<file path="src/rtl/prog_loader_pkg.sv">
`default_nettype none
// ============================================================================
//  Module      : prog_loader_pkg
//  Description : Shared constants and helpers for the UART program loader:
//                frame start marker, FSM state encoding, frame layout and
//                instruction-word assembly.
//  Revision    : 1.0 - initial release
// ============================================================================
package prog_loader_pkg;

    // Default frame start marker
    localparam logic [7:0] c_sync_byte = 8'hA5;

    // Frame layout: each instruction word arrives as W0, W1, W2
    localparam int c_bytes_per_word = 3;
    localparam int c_word_w         = 18;

    // FSM state encoding
    localparam int c_state_w = 3;
    localparam logic [c_state_w-1:0] c_st_idle    = 3'd0;
    localparam logic [c_state_w-1:0] c_st_addr_hi = 3'd1;
    localparam logic [c_state_w-1:0] c_st_addr_lo = 3'd2;
    localparam logic [c_state_w-1:0] c_st_count   = 3'd3;
    localparam logic [c_state_w-1:0] c_st_w0      = 3'd4;
    localparam logic [c_state_w-1:0] c_st_w1      = 3'd5;
    // Last payload byte of a word sits bytes_per_word-1 states after W0
    localparam logic [c_state_w-1:0] c_st_w2      =
        c_state_w'(c_st_w0 + c_bytes_per_word - 1);
    localparam logic [c_state_w-1:0] c_st_csum    = 3'd7;

    // Instruction word: W0[1:0] on top, then W1, then W2
    function automatic logic [c_word_w-1:0] assemble_word(
        input logic [1:0] b0,
        input logic [7:0] b1,
        input logic [7:0] b2
    );
        return {b0, b1, b2};
    endfunction

endpackage
`default_nettype wire

</file>
<file path="src/rtl/prog_loader_timeout.sv">
`default_nettype none
// ============================================================================
//  Module      : loader_timeout
//  Description : Inter-byte watchdog. Loadable down-counter: 'load' reloads
//                TIMEOUT_CYCLES-1, 'clear' zeroes it, 'en' counts down.
//                'expire' is high in the cycle the enabled count sits at zero
//                without a reload, i.e. TIMEOUT_CYCLES-1 cycles after the
//                last load.
//  Ports       : clk, rst (async, active-low), clear, load, en -> expire
//  Revision    : 1.0 - initial release
// ============================================================================
module loader_timeout #(
    parameter int TIMEOUT_CYCLES = 5000000
) (
    input  logic clk,
    input  logic rst,
    input  logic clear,
    input  logic load,
    input  logic en,
    output logic expire
);

    localparam int c_cnt_w = (TIMEOUT_CYCLES > 1) ? $clog2(TIMEOUT_CYCLES) : 1;
    localparam logic [c_cnt_w-1:0] c_load_val = c_cnt_w'(TIMEOUT_CYCLES - 1);

    logic [c_cnt_w-1:0] r_cnt;

    // Load wins over clear: the sync byte reloads the counter while the
    // parent FSM is still idle.
    always_ff @(posedge clk or negedge rst) begin
        if (!rst) begin
            r_cnt <= '0;
        end else if (load) begin
            r_cnt <= c_load_val;
        end else if (clear) begin
            r_cnt <= '0;
        end else if (en && (r_cnt != '0)) begin
            r_cnt <= r_cnt - 1'b1;
        end
    end

    assign expire = en && !load && (r_cnt == '0);

endmodule
`default_nettype wire

</file>
<file path="src/rtl/prog_loader.sv">
`default_nettype none
// ============================================================================
//  Module      : prog_loader
//  Description : UART-driven program loader for the 1024x18 program RAM.
//                Parses SYNC, ADDR_HI, ADDR_LO, COUNT, COUNT x (W0,W1,W2),
//                CSUM; writes one 18-bit word per triple and holds the CPU
//                in reset while loading. A bad checksum or inter-byte
//                timeout leaves cpu_reset asserted until a good frame.
//  Ports       : clk, rst (async, active-low)
//                rx_data[7:0], rx_valid          - byte stream from UART rx
//                wr_addr, wr_data[17:0], wr_en   - program RAM write port
//                cpu_reset, busy, done, err      - status / control
//  Revision    : 1.0 - initial release
// ============================================================================
module prog_loader
    import prog_loader_pkg::*;
#(
    // Supported range 9..16: ADDR_HI supplies the bits above bit 7
    parameter int         ADDR_WIDTH     = 10,
    parameter logic [7:0] SYNC_BYTE      = c_sync_byte,
    parameter int         TIMEOUT_CYCLES = 5000000
) (
    input  logic                  clk,
    input  logic                  rst,
    input  logic [7:0]            rx_data,
    input  logic                  rx_valid,
    output logic [ADDR_WIDTH-1:0] wr_addr,
    output logic [c_word_w-1:0]   wr_data,
    output logic                  wr_en,
    output logic                  cpu_reset,
    output logic                  busy,
    output logic                  done,
    output logic                  err
);

    logic [c_state_w-1:0]  r_state;
    logic [ADDR_WIDTH-1:0] r_addr;
    logic [7:0]            r_remaining;
    logic [7:0]            r_sum;
    logic [1:0]            r_w0;
    logic [7:0]            r_w1;
    logic [ADDR_WIDTH-1:0] r_wr_addr;
    logic [c_word_w-1:0]   r_wr_data;
    logic                  r_wr_en;
    logic                  r_cpu_reset;
    logic                  r_busy;
    logic                  r_done;
    logic                  r_err;

    logic                  w_in_frame;
    logic                  w_expire;
    logic [7:0]            w_sum_next;

    assign w_in_frame = (r_state != c_st_idle);
    assign w_sum_next = r_sum + rx_data;

    loader_timeout #(
        .TIMEOUT_CYCLES (TIMEOUT_CYCLES)
    ) u_timeout (
        .clk    (clk),
        .rst    (rst),
        .clear  (!w_in_frame),
        .load   (rx_valid),
        .en     (w_in_frame),
        .expire (w_expire)
    );

    always_ff @(posedge clk or negedge rst) begin
        if (!rst) begin
            r_state     <= c_st_idle;
            r_addr      <= '0;
            r_remaining <= '0;
            r_sum       <= '0;
            r_w0        <= '0;
            r_w1        <= '0;
            r_wr_addr   <= '0;
            r_wr_data   <= '0;
            r_wr_en     <= 1'b0;
            r_cpu_reset <= 1'b0;
            r_busy      <= 1'b0;
            r_done      <= 1'b0;
            r_err       <= 1'b0;
        end else begin
            r_wr_en <= 1'b0;
            r_done  <= 1'b0;
            r_err   <= 1'b0;

            if (rx_valid) begin
                // Every byte after SYNC, CSUM included, feeds the sum
                if (w_in_frame) begin
                    r_sum <= w_sum_next;
                end

                case (r_state)
                    c_st_idle: begin
                        if (rx_data == SYNC_BYTE) begin
                            r_state     <= c_st_addr_hi;
                            r_sum       <= '0;
                            r_busy      <= 1'b1;
                            r_cpu_reset <= 1'b1;
                        end
                    end
                    c_st_addr_hi: begin
                        // Upper byte bits beyond the RAM size are only summed
                        r_addr[ADDR_WIDTH-1:8] <= rx_data[ADDR_WIDTH-9:0];
                        r_state                <= c_st_addr_lo;
                    end
                    c_st_addr_lo: begin
                        r_addr[7:0] <= rx_data;
                        r_state     <= c_st_count;
                    end
                    c_st_count: begin
                        r_remaining <= rx_data;
                        r_state     <= (rx_data == 8'd0) ? c_st_csum : c_st_w0;
                    end
                    c_st_w0: begin
                        r_w0    <= rx_data[1:0];
                        r_state <= c_st_w1;
                    end
                    c_st_w1: begin
                        r_w1    <= rx_data;
                        r_state <= c_st_w2;
                    end
                    c_st_w2: begin
                        r_wr_en     <= 1'b1;
                        r_wr_addr   <= r_addr;
                        r_wr_data   <= assemble_word(r_w0, r_w1, rx_data);
                        r_addr      <= r_addr + 1'b1;
                        r_remaining <= r_remaining - 8'd1;
                        r_state     <= (r_remaining == 8'd1) ? c_st_csum : c_st_w0;
                    end
                    c_st_csum: begin
                        r_state <= c_st_idle;
                        r_busy  <= 1'b0;
                        if (w_sum_next == 8'd0) begin
                            r_done      <= 1'b1;
                            r_cpu_reset <= 1'b0;
                        end else begin
                            // Halt stays asserted until a clean upload
                            r_err <= 1'b1;
                        end
                    end
                    default: begin
                        r_state <= c_st_idle;
                    end
                endcase
            end else if (w_expire) begin
                // Abandon the frame; words already written stay in RAM
                r_state <= c_st_idle;
                r_busy  <= 1'b0;
                r_err   <= 1'b1;
            end
        end
    end

    assign wr_addr   = r_wr_addr;
    assign wr_data   = r_wr_data;
    assign wr_en     = r_wr_en;
    assign cpu_reset = r_cpu_reset;
    assign busy      = r_busy;
    assign done      = r_done;
    assign err       = r_err;

endmodule
`default_nettype wire

</file>
<file path="config.mk">
export PLATFORM = sky130hd
export DESIGN_NAME = prog_loader
export DESIGN_NICKNAME = d
export VERILOG_FILES = /design/src/rtl/prog_loader_pkg.sv /design/src/rtl/prog_loader_timeout.sv /design/src/rtl/prog_loader.sv
export SDC_FILE = /design/constraint.sdc
export NUM_CORES = 1
export LEC_CHECK = 0
export BUFFER_PORTS_ARGS = -buffer_cell sky130_fd_sc_hd__buf_4
export CAP_MARGIN = 5
export CORE_UTILIZATION = 50
export DETAILED_ROUTE_END_ITERATION = 8
export PLACE_DENSITY = 0.77
export REMOVE_ABC_BUFFERS = 1
export SLEW_MARGIN = 10
export SYNTH_ARGS = -nofsm -noshare
export SYNTH_HDL_FRONTEND = slang
export SYNTH_SLANG_ARGS = --single-unit
</file>
<file path="constraint.sdc">
create_clock -name clk -period 2 [get_ports clk]
set_input_delay 0.3 -clock clk [delete_from_list [all_inputs] [get_ports clk]]
set_output_delay 0.3 -clock clk [all_outputs]
set_load 0.05 [all_outputs]
</file>
==> results of run 1 <==
cell families after synthesis:
family | count (synthesis) | synth area share
multiplexers | 41 | 0.0938
buffers and inverters | 33 | 0.0325
flip-flops | 95 | 0.486
AND/OR/NAND/NOR | 159 | 0.180
XOR/XNOR | 12 | 0.0215
adder cells (fa/ha/maj) | 12 | 0.0322
AO/OA/AOI/OAI | 114 | 0.154
flip-flops by register name, indices dropped and copies added, names as in the netlist:
name             flops
busy                 1
cpu_reset            1
done                 1
err                  1
r_addr              10
r_remaining          8
r_state              3
r_sum                8
r_w0                 2
r_w1                 8
u_timeout.r_cnt     23
wr_addr             10
wr_data             18
wr_en                1
critical path, stage by stage (launching register included):
cell and delay, ns:
dfrtp_1 0.40, ha_2 0.21, fa_2 0.41, a211oi_2 0.27
o21bai_2 0.12, a2111oi_2 0.31, and4bb_2 0.30, a32oi_1 0.10
final timing paths:
path	start	endpoint	slack, ns	depth (start not counted)
max	r_sum[0]	cpu_reset	-0.24	7
min	rx_data[7]	wr_data[7]	0.25	2
max reg2reg	r_sum[0]	cpu_reset	-0.24	7
min reg2reg	r_w1[2]	wr_data[10]	0.50	1
max in group asynchronous	rst	u_timeout.r_cnt[8]	1.10	3
min in group asynchronous	rst	wr_data[14]	0.51	3
what timing repair did:
| action | 4_1_cts | 5_1_grt |
|---|---|---|
| hold buffers | 1 | 0 |
| gates resized for setup | 30 | 21 |
| cloned | 1 | 0 |
| pin swaps | 17 | 19 |
| hold endpoints to repair | 18 | 0 |
| buffers inserted | 7 | 10 |
| endpoints found under the setup margin | 25 | 33 |
stage by stage:
step	std cells	util	hold WS (ns)	TNS, ns	setup slack, ns
finish	707	0.669	0.251	-1.12	-0.245
CTS	697	0.649	0.242	-0.631	-0.182
global placement	672	0.610	0.388	-1.89	-0.394
floorplan	444	-	0.00441	-6.72	-0.215
global route	707	0.669	0.257	-2.06	-0.342
detailed placement	672	0.610	0.390	-2.85	-0.464
Yosys cell counts (6+ instances only):
library cell  count
or3_1             6
dfrtp_1          95
nand2_1          36
mux2_2           39
nand4_1           6
a22o_1           13
ha_1             11
nand3_1          10
o21ai_0          32
xnor2_1           7
nor2_1           40
a31oi_1           8
nor3_1           11
inv_1            11
a21oi_1          22
or4_1             6
clkbuf_1         17
power by group:
part / switching [W] / leakage, nW / internal [W]
registers: 0.000575 / 1.14 / 0.00268
logic: 0.00288 / 1.54 / 0.00211
clock network: 0.000739 / 0.0899 / 0.000478
routing by layer:
metal,track usage,vias to the layer above
met5,0,-
met4,0.0769,0
met3,0.0257,18
met2,0.435,135
met1,0.316,2098
li1,-,1959
area by class of cell:
cell class | count | area [um2] | area share
multi-input cells | 339 | 2560 | 0.409
flip-flops and latches | 95 | 2380 | 0.379
repair buffers | 117 | 942 | 0.150
well taps | 129 | 161 | 0.0257
clock buffers | 9 | 124 | 0.0197
clock inverters | 7 | 63.8 | 0.0102
inverters | 11 | 41.3 | 0.00658
==> impl_results.md, run 1 <==
- Crit path capture type: register
- DRC: 0
- Min-Delay Path Class: in2reg
- Max frequency: 445 MHz
- Top cell type by total area after synthesis: dfrtp_1
- Number of DRC markers in iteration 0: 238
- Clock latency at the later pin of the worst-skew pair: 0.36 ns
- Setup violations, final: 11
- FF+latch count, synth: 95
- CTS clock-pin slew for the worst setup and hold paths: 0.10 ns
- Detailed-route via count: 4210
- Post-DP HPWL: 7.93 mm
- Met1 WL: 5.05 mm
- Number of port buffers: 43
- FILL cells: 732
- Slew @ Worst Pin: 0.498 ns
- Gpl congestion: 0.889
- 1st-pass router iterations: 5
- DRT Wirelength: 11.9 mm
- Synth top area cells: dfrtp_1 49%, mux2_2 9.0%, o21ai_0 3.3%
- Max-cap check violation count: 0
- EDFF count, synth: 0
- Worst slew margin: 0.667
- Final Critical Period: 2.24 ns
- Cell count after synthesis: 466
- Top cell type's share of synthesized area: 0.486
- Ant. Diodes: 0
- Num rows: 35
- Synthesis-to-layout area growth: 28.1%
- Synth Cell Area: 4890 um2
- Root buf cell: clkbuf_8
- Share of layout cells above drive strength 1: 0.386
- Commonest register cell after synthesis: dfrtp_1
- Starting density of the core: 0.522
- Critical-path maximum fanout: 3
- Global-route wire length before repair: 19.4 mm
- Post-synthesis async set-or-reset flop share: 1.00
- Design area: 6270 um2
- I/O Pins: 44
- Final Hold Vio Count: 0
- Pwr Total: 0.00946 W
- DIE WIDTH: 101 um
- Failing checks: setup timing
- Leakage power total: 2.77 nW
- H-Tree Depth: 3
- Die Y: 101 um
- Crit path DAT: 2.48 ns
- Max Transition Viols Final: 0
- Worst Skew: 0.0138 ns
- WS Path Type: reg2reg
- Area after DPL: 5720 um2
- CTS tree: done
- Vias in the first global route: 4048
- Status: complete, but fails checks
- Antenna violations before repair: 0
- Sequential fraction of the synthesis area: 0.486
- Gr usage total: 0.245
- Die ar.: 10200 um2
- Wire per inst: 16.9 um
- Gr ovfl total: 0
- Inserted Clock Buffers: 9
- VDD IR max: 824 uV
- Final nets: 596
- Avg Vias per Cell: 5.95
- Most common cell after layout, fill and taps aside: buf_4
- Placeable Area: 9370 um2
- Met2 WL post-DR: 6.21 mm
- CTS sink count: 95
- Met3 wire len: 487 um
- Power per cell area: 1510 nW/um2
- Ys Warns: 0
- Tcrit/Tclk final: 1.12
- Critical Path RT: 2.24 ns
- Unrepaired setup endpoints after global routing: true
- Worst setup SP type: register
- Post-Syn Area per Cell: 10.5 um2
- Setup WS post-layout: -0.245 ns
- ANT nets after route: 0
- Clock buffer depth: 2
- Largest net degree at the start of global routing: 96
- Most frequent cells in the layout: 109 x buf_4, 95 x dfrtp_1, 39 x mux2_2, 38 x nor2_1, 35 x nand2_1
- Highest metal used: met4
- Number of library cell types mapped by synthesis: 68
No activity file was read; power rests on OpenSTA's default activity.
==> inputs of run 2 (changes only) <==
CORE_ASPECT_RATIO = 1.2   (was default)
==> impl_results.md, run 2 (synthesis results as in run 1) <==
- Status: complete, but fails checks
- Failing checks: setup timing
- Final Hold Vio Count: 0
- CTS clock-pin slew for the worst setup and hold paths: 0.07 ns
- Largest net degree at the start of global routing: 40
- Min-Delay Path Class: in2reg
- Number of DRC markers in iteration 0: 168
- Most flop-heavy register: u_timeout.r_cnt
- Max incr delay on CP: 0.40 ns
- Slew @ Worst Pin: 0.743 ns
- Worst setup SP type: register
- Power per cell area: 1580 nW/um2
- CTS sink count: 95
- Most frequent cells in the layout: 125 x buf_4, 95 x dfrtp_1, 39 x mux2_2, 36 x nor2_1, 33 x nand2_1
- Leakage power total: 2.92 nW
- Largest register FFs: 23
- Most common cell after layout, fill and taps aside: buf_4
- DRT Wirelength: 12.7 mm
- Max frequency: 452 MHz
- Die Y: 110 um
- Global-route wire length before repair: 19.8 mm
- Unrepaired setup endpoints after global routing: true
- Setup WS post-layout: -0.215 ns
- Synthesis-to-layout area growth: 34.3%
- CP max-delay cell: dfrtp_1
- Root buf cell: clkbuf_16
- Die ar.: 10200 um2
- Vias in the first global route: 4213
- CTS tree: done
- WS Path Type: reg2reg
- Crit path capture type: register
- Critical Path RT: 2.22 ns
- Final nets: 613
- 1st-pass router iterations: 4
- Worst Skew: 0.00500 ns
- Final TNS setup: -1.23 ns
- Number of port buffers: 43
- Inserted Clock Buffers: 9
- Max Transition Viols Final: 0
- Critical path cell sequence: ha_2 > fa_2 > a211oi_4 > o21bai_2 > a2111oi_2 > and4bb_2 > a31oi_2
- Antenna violations before repair: 0
- Crit path DAT: 2.43 ns
- Avg Vias per Cell: 5.90
- Final Critical Period: 2.21 ns
- Num rows: 39
- Starting density of the core: 0.514
- DRC: 0
- Tcrit/Tclk final: 1.11
- Finished Core Util: 0.691
- ANT nets after route: 0
- I/O Pins: 44
- Gpl congestion: 0.943
- Placeable Area: 9520 um2
- Ant. Diodes: 0
- Wire per inst: 17.7 um
- Post-DP HPWL: 8.71 mm
- Gr ovfl total: 0
- Clock buffer depth: 2
- H-Tree Depth: 3
- Gr usage total: 0.249
- Setup violations, final: 22
- Share of layout cells above drive strength 1: 0.418
- Max-cap check violation count: 0
- Detailed-route via count: 4239
- DIE WIDTH: 92.3 um
- VDD IR max: 639 uV
- Clock latency at the later pin of the worst-skew pair: 0.34 ns
- Critical-path maximum fanout: 3
- Worst slew margin: 0.501
==> run 2: changes by cell type in the layout (fill, tap and decap cells not counted), sizes merged <==
| cell | before | now |
|---|---|---|
| bufinv | 0 | 2 |
| clkinvlp | 2 | 1 |
| clkinv | 2 | 1 |
| buf | 116 | 133 |
==> run 2: power breakdown <==
| part | switching [W] | leakage (nW) | internal (W) | total [W] |
|---|---|---|---|---|
| combinational | 0.00296 | 1.62 | 0.00225 | 0.00521 |
| sequential | 0.000614 | 1.14 | 0.00269 | 0.00330 |
| clock | 0.000758 | 0.157 | 0.00111 | 0.00187 |
==> run 2: metrics by stage <==
stage / setup WS (ns) / hold slack [ns] / power [W] / instances / cell area, um2
3_5_place_dp: -0.418 / 0.257 / 0.00803 / 684 / 5830
5_1_grt: -0.338 / 0.260 / 0.0109 / 718 / 6570
6_report: -0.215 / 0.274 / 0.0104 / 718 / 6570
3_3_place_gp: -0.362 / 0.252 / 0.00782 / 684 / 5830
2_1_floorplan: -0.215 / 0.00441 / 0.00622 / 444 / 4780
4_1_cts: -0.186 / 0.250 / 0.0101 / 707 / 6270
==> run 2: repair_timing <==
action,CTS,global route
gates cloned,1,0
setup buffers,5,12
setup endpoints to repair,17,33
pin swaps,16,35
hold buffers,1,0
endpoints found under the hold margin,28,0
gates resized for setup,15,54
==> run 2: cell type report <==
class,count,area (um2)
Fill cell,680,2940
Clock inverter,7,103
Inverter,11,41.3
Multi-Input combinational cell,339,2620
Tap cell,123,154
Clock buffer,9,225
Sequential cell,95,2380
Timing Repair Buffer,134,1060
==> run 2: worst max-delay path: cells and delay by family (launching register included) <==
family / cells / cell delay [ns]
AO/OA/AOI/OAI: 4 / 0.82
adder cells (fa/ha/maj): 2 / 0.55
flip-flops: 1 / 0.40
AND/OR/NAND/NOR: 1 / 0.31
==> run 2: per-layer routing <==
metal  vias up  part of all wire  track usage
met5         -                 0            0
met4         0             0.037        0.116
met3        33             0.035       0.0364
met2       114              0.53        0.455
met1      2103              0.40        0.287
li1       1989                 -            -
==> run 2: final timing paths <==
kind | to | cells after the start | start | slack (ns)
max | err | 7 | r_sum[0] | -0.21
min | r_w1[6] | 2 | rx_data[6] | 0.27
max reg2reg | err | 7 | r_sum[0] | -0.21
min reg2reg | wr_addr[5] | 1 | wr_addr[5] | 0.51
max in group asynchronous | u_timeout.r_cnt[5] | 3 | rst | 1.02
min in group asynchronous | wr_data[6] | 2 | rst | 0.42
